[src/rtl/vga_timing_gen.sv]
// VGA timing generator: divides clk down to pixel slots, runs the
// horizontal/vertical raster counters, and produces registered sync,
// blanking and frame-boundary outputs aligned with the counters.
module vga_timing_gen #(
  parameter int unsigned H_TOTAL     = 800,
  parameter int unsigned H_SYNC      = 96,
  parameter int unsigned H_ACT_START = 144,
  parameter int unsigned H_ACT_END   = 784,
  parameter int unsigned V_TOTAL     = 525,
  parameter int unsigned V_SYNC      = 2,
  parameter int unsigned V_ACT_START = 35,
  parameter int unsigned V_ACT_END   = 515,
  parameter int unsigned PIX_DIV     = 4
) (
  input  logic       clk,
  input  logic       rst,
  output logic       pix_en,
  output logic [9:0] hCount,
  output logic [9:0] vCount,
  output logic       hSync,
  output logic       vSync,
  output logic       bright,
  output logic       frame_start,
  output logic [7:0] frame_cnt
);

  localparam logic [2:0] DIV_MAX   = 3'(PIX_DIV - 1);
  localparam logic [9:0] H_LAST    = 10'(H_TOTAL - 1);
  localparam logic [9:0] V_LAST    = 10'(V_TOTAL - 1);
  localparam logic [9:0] H_SYNC_L  = 10'(H_SYNC);
  localparam logic [9:0] V_SYNC_L  = 10'(V_SYNC);
  localparam logic [9:0] H_ACT_S_L = 10'(H_ACT_START);
  localparam logic [9:0] H_ACT_E_L = 10'(H_ACT_END);
  localparam logic [9:0] V_ACT_S_L = 10'(V_ACT_START);
  localparam logic [9:0] V_ACT_E_L = 10'(V_ACT_END);

  logic [2:0] div_q, div_d;
  logic [9:0] h_q, h_d;
  logic [9:0] v_q, v_d;
  logic       hsync_q, hsync_d;
  logic       vsync_q, vsync_d;
  logic       bright_q, bright_d;
  logic       fs_q, fs_d;
  logic [7:0] fc_q, fc_d;
  logic       adv;

  // The slot pulse is gated by reset so it reads 0 while rst is low even
  // when PIX_DIV=1 makes the divider compare permanently true.
  assign adv    = (div_q == DIV_MAX);
  assign pix_en = rst & adv;

  // Next-state counters; sync/blank are decoded from the next-state values
  // so the registered outputs line up with the counters they describe.
  always_comb begin
    div_d = adv ? '0 : div_q + 3'd1;
    h_d   = h_q;
    v_d   = v_q;
    fs_d  = 1'b0;
    fc_d  = fc_q;
    if (adv) begin
      if (h_q == H_LAST) begin
        h_d = '0;
        if (v_q == V_LAST) begin
          v_d  = '0;
          fs_d = 1'b1;
          fc_d = fc_q + 8'd1;
        end else begin
          v_d = v_q + 10'd1;
        end
      end else begin
        h_d = h_q + 10'd1;
      end
    end
    hsync_d  = !(h_d < H_SYNC_L);
    vsync_d  = !(v_d < V_SYNC_L);
    bright_d = (h_d >= H_ACT_S_L) && (h_d < H_ACT_E_L) &&
               (v_d >= V_ACT_S_L) && (v_d < V_ACT_E_L);
  end

  // State registers with asynchronous active-low clear.
  always_ff @(posedge clk or negedge rst) begin
    if (!rst) begin
      div_q    <= '0;
      h_q      <= '0;
      v_q      <= '0;
      hsync_q  <= 1'b0;
      vsync_q  <= 1'b0;
      bright_q <= 1'b0;
      fs_q     <= 1'b0;
      fc_q     <= '0;
    end else begin
      div_q    <= div_d;
      h_q      <= h_d;
      v_q      <= v_d;
      hsync_q  <= hsync_d;
      vsync_q  <= vsync_d;
      bright_q <= bright_d;
      fs_q     <= fs_d;
      fc_q     <= fc_d;
    end
  end

  assign hCount      = h_q;
  assign vCount      = v_q;
  assign hSync       = hsync_q;
  assign vSync       = vsync_q;
  assign bright      = bright_q;
  assign frame_start = fs_q;
  assign frame_cnt   = fc_q;

endmodule

[config.mk]
export PLATFORM = sky130hd
export DESIGN_NAME = vga_timing_gen
export DESIGN_NICKNAME = d
export VERILOG_FILES = /design/src/rtl/vga_timing_gen.sv
export SDC_FILE = /design/constraint.sdc
export NUM_CORES = 1
export LEC_CHECK = 0
export ABC_AREA = 0
export CORE_MARGIN = 5
export CORE_UTILIZATION = 55
export CTS_BUF_LIST = sky130_fd_sc_hd__clkbuf_4 sky130_fd_sc_hd__clkbuf_8 sky130_fd_sc_hd__clkbuf_16
export DETAILED_ROUTE_END_ITERATION = 8
export PLACE_DENSITY_LB_ADDON = 0.05
export SLEW_MARGIN = 20
export SYNTH_ARGS = -nofsm -noshare
export SYNTH_HDL_FRONTEND = slang
export SYNTH_SLANG_ARGS = --single-unit
export TNS_END_PERCENT = 10
[constraint.sdc]
create_clock -name clk -period 4.7 [get_ports clk]
set_input_delay 0.94 -clock clk [delete_from_list [all_inputs] [get_ports clk]]
set_output_delay 0.94 -clock clk [all_outputs]
set_load 0.01 [all_outputs]
Word level (Yosys, flattened, before mapping)
Cells that the tools add are included.

word-level totals
  output and inout port bits = 33
  bits of input ports = 2
  word-level logic and storage cells = 37
  register bits = 35

cells by class
  bitwise gates (word level) = 1
  order comparisons = 6
  mux-type cells = 9
  reduce and logical (&&, ||, !) cells = 6
  eq/ne operators = 3
  add/subtract/negate cells = 4

operator list
  cell                   number
  $mux 10                5
  $add 10x1->10 const B  2
  $eq 10x10->1 const B   2
  $lt 10x10->1 const B   2
  $ge 10x6->1 const B    1
  $ge 10x8->1 const B    1
  $lt 10x2->1 const B    1
  $lt 10x7->1 const B    1
  $add 8x1->8 const B    1
  $add 3x1->3 const B    1
  $eq 3x2->1 const B     1
  $logic_and 1x1->1      3
  $mux 1                 3
  $mux 3                 1
  $reduce_and 3->1       1
  $logic_not 1->1        2
  $and 1x1->1            1

Longest topological paths before layout
  word-level depth = 7
  gate-level depth with buffers = 9
  depth with buffers taken out = 9

Worst setup path after synthesis
Ideal clock, no wire load.

  path kind = register -> register
  start = register h_q[0] (netlist: hCount[0])
  end = register bright_q (netlist: bright)
  clock period less this slack = 2.662 ns
  setup slack = 2.038 ns
  arrival = 2.580 ns
  data required time = 4.618 ns
  setup time = 0.082 ns
  path buffers = 0
  cell stages (with the launch flop) = 9
  cell sequence = dfrtp_1 -> ha_1 -> or4b_4 -> nor4_2 -> mux2_1 -> or3b_1 -> nor3_2 -> nand3_1 -> a31oi_1

on the way
  elaborated cells between the ends (all ways) = 13
  those cells by class = add/sub (1); order compare (4); eq/ne (1); mux (4); reduce/logical (3)

RTL lines
  element                 line  source
  start, declared         38    logic [9:0] h_q, h_d;
  start signal, assigned  84    h_q <= '0;
  start signal, assigned  93    h_q <= h_d;
  $eq 10x10->1 *          61    if (h_q == H_LAST) begin
  $mux 10 *               61
  $mux 10 *               60    if (adv) begin
  via v_d[4]              39    logic [9:0] v_q, v_d;
  $ge 10x6->1             77    (v_d >= V_ACT_S_L) && (v_d < V_ACT_E_L);
  $logic_and 1x1->1       76    bright_d = (h_d >= H_ACT_S_L) && (h_d < H_ACT_E_L) &&
  $logic_and 1x1->1 *     77
  via bright_d            42    logic bright_q, bright_d;
  end signal, assigned    97    bright_q <= bright_d;
  end, declared           42

The timed path passes the listed nets; every way through them passes the cells marked *.
A chain may end at the register's enable or synchronous reset.

Final worst setup path
  start = register div_q[0]
  end = output port pix_en

on the way
  cells in the longest elaborated chain, start to end = 2

RTL lines
  element                 line  source
  start, declared         37    logic [2:0] div_q, div_d;
  start signal, assigned  92    div_q <= div_d;
  $eq 3x2->1              49    assign adv = (div_q == DIV_MAX);
  $and 1x1->1             50    assign pix_en = rst & adv;
  end, declared           17    output logic pix_en,

Every way passes these cells.

==> flow_summary.ini <==
[outcome]
outcome = finished clean

[place]
hpwl_um = 3060
gp_congestion = 0.841
numPortBuffers = 34
placed_cell_area_um2 = 2270
place_inst = 258

[synth]
synth.largest_area_cell = dfrtp_1
ys_ff_latch = 35
synth_flop_cell = dfrtp_1
avgSynthCellArea_um2 = 10.4
postSynthCellCount = 179
ys_seq_area_share_pct = 46.9
yosys.area_share.simple_pct = 29.1
synth_commonest_cells = 35 x dfrtp_1, 17 x nand2_1, 13 x nand3_1, 11 x nor2_1, 10 x xnor2_1
async_flop_share_pct = 100
yosysWarnings = 0
yosys.cell_count.top_type = dfrtp_1
synthXorXnorAreaFrac_pct = 7.50
synth_area_leaders = dfrtp_1 47%, xnor2_1 4.7%, nand3_1 3.5%
synth_top_family_by_area = simple AND/OR/NAND/NOR gates
synth_fa_ha_area_share_pct = 3.35
yosys.area.top_type_share_pct = 46.9
synthMuxAreaShare_pct = 2.41
synth_cell_types = 51
synth_edf_count = 0
synth_compound_area_share_pct = 9.58
syn-num-nets = 186
synth_area_um2 = 1870

[drt]
drt_wl_total_um = 4310
ant_nets = 0
wl_per_cell_um = 16.2
routed-via-count = 1541
drtIter0Drc = 85
drc = 0
first_pass_iters = 4
vias_per_cell = 5.79

[worst_setup_path]
reg2regPathDepth = 8
startpoint = div_q[0]
startpoint_type = flip-flop
criticalPathCategory = flip-flop to output port
required_ns = 3.76
worstPathArrival_ns = 2.33
crit_path_max_fanout = 10
r2r_start = hCount[0]
crit_path_end_kind = output port
reg2reg_slack_ns = 1.80
r2r-end = bright

[grt]
antenna_found_initial = 0
grtUsageTotal_pct = 21.2
grt_pass1_vias = 1564
overflow = 0
grt_max_degree = 36
grt_first_pass_wirelength_um = 7280

[cts]
cts_root_buf = clkbuf_4
hold_buffers = 0
cts_resized = 0
cts.sinks = 35
cts_tree = done
cts_setup_buffers = 0
clockBufferDepth = 2
cts_buffers = 5
clk_latency_ns = 0.34
clkTransAtPathRegs_ns = 0.10
cts_htree_levels = 2

[run]
cap_violations = 0

[floorplanning]
row_count = 21
core_um2 = 3310
start_util_pct = 56.4
io_pins = 35
die_h_um = 68.3
die_area_um2 = 4660
die_x_um = 68.3

[timing]
fin_worst_skew_ns = 0.0109
relSlewSlack_pct = 47.4
max_freq_mhz = 306
hold_viol = 0
rsz0062_at_grt = no
fin_setup_tns_ns = 0
drv_slew = 0
period_minus_slack_ns = 3.27
fin_crit_sh_pct = 69.6
worstMarginPinSlew_ns = 0.787
finalSetupViolCount = 0

[pwr]
p_per_area_nw_per_um2 = 205
ir_worst_vdd_mv = 0.117
finalPower_uw = 476
p_leak_nw = 0.997

[cells_and_area]
antennaDiodeCount = 0
stdcell_count = 266
stdcell_area_um2 = 2320
nets = 226
syn_to_final_growth_pct = 24.4
drive_gt1_share_pct = 10.0

[hold_path]
min_to = div_q[0]
hold_start = div_q[0]
min_path_cells = 1
hold_class = flip-flop to flip-flop
critical path: stages, from the launching register on:
cell	delay (ns)
dfrtp_1	0.36
ha_1	0.22
nor2b_1	0.66
and2_1	0.23
clkdlybuf4s50_1	0.53
sequential cells by signal, indices dropped and copies added (netlist names):
signal       flops
hCount          10
vCount          10
frame_cnt        8
div_q            3
bright           1
frame_start      1
hSync            1
vSync            1
report_power, final:
part           leakage [nW]  switching (mW)  internal (mW)  total [mW]
Combinational         0.491         0.00598        0.00128     0.00726
Sequential            0.475               0          0.301       0.301
Clock                0.0317           0.104         0.0635       0.168
Total                 0.997           0.110          0.366       0.476
area by class of cell:
class	count	area [um^2]
flip-flops and latches	35	876
well taps	46	57.6
multi-input cells	138	970
clock buffers	6	45.0
inverters	4	15.0
clock inverters	2	12.5
fillers	267	987
repair buffers	35	348
through the flow:
step | hold slack (ns) | setup slack (ns) | utilization, %
2_1_floorplan | 0.410 | 2.04 | -
3_3_place_gp | 0.418 | 1.61 | 68.4
3_5_place_dp | 0.430 | 1.63 | 68.4
4_1_cts | 0.444 | 1.41 | 70.2
5_1_grt | 0.454 | 1.24 | 70.2
6_report | 0.439 | 1.43 | 70.2
worst max-delay path by stage:
stage	depth (start not counted)	endpoint	slack, ns
after floorplan	8	bright	2.04
after global placement	3	pix_en	1.61
after detailed placement	3	pix_en	1.63
after CTS	4	pix_en	1.41
after global routing	4	pix_en	1.24
final	4	pix_en	1.43
layer usage:
metal	up-vias	GRT usage [%]	routed length (um)
met2	48	36.2	2170
met3	5	4.11	254
met1	746	26.5	1840
met4	0	7.94	44
met5	-	0	0
li1	742	-	-
logic make-up after synthesis:
| family | count (synthesis) |
|---|---|
| AND/OR/NAND/NOR | 87 |
| flip-flops | 35 |
| AO/OA/AOI/OAI | 27 |
| XOR/XNOR | 16 |
| buffers and inverters | 6 |
| adder cells (fa/ha/maj) | 5 |
| multiplexers | 3 |
cells in the final DEF, fill, tap and decap left out, drive strengths merged, types with 5 or more instances in the layout:
cell | netlist | layout
o21ai | 10 | 10
xnor2 | 10 | 10
nand3 | 13 | 13
clkdlybuf4s50 | 0 | 34
nand4 | 9 | 9
dfrtp | 35 | 35
ha | 5 | 5
nand2 | 18 | 18
xor2 | 6 | 6
nor3 | 7 | 7
nor2 | 12 | 12
clkbuf | 2 | 6
Note: power is estimated with default switching activity, not from simulation.
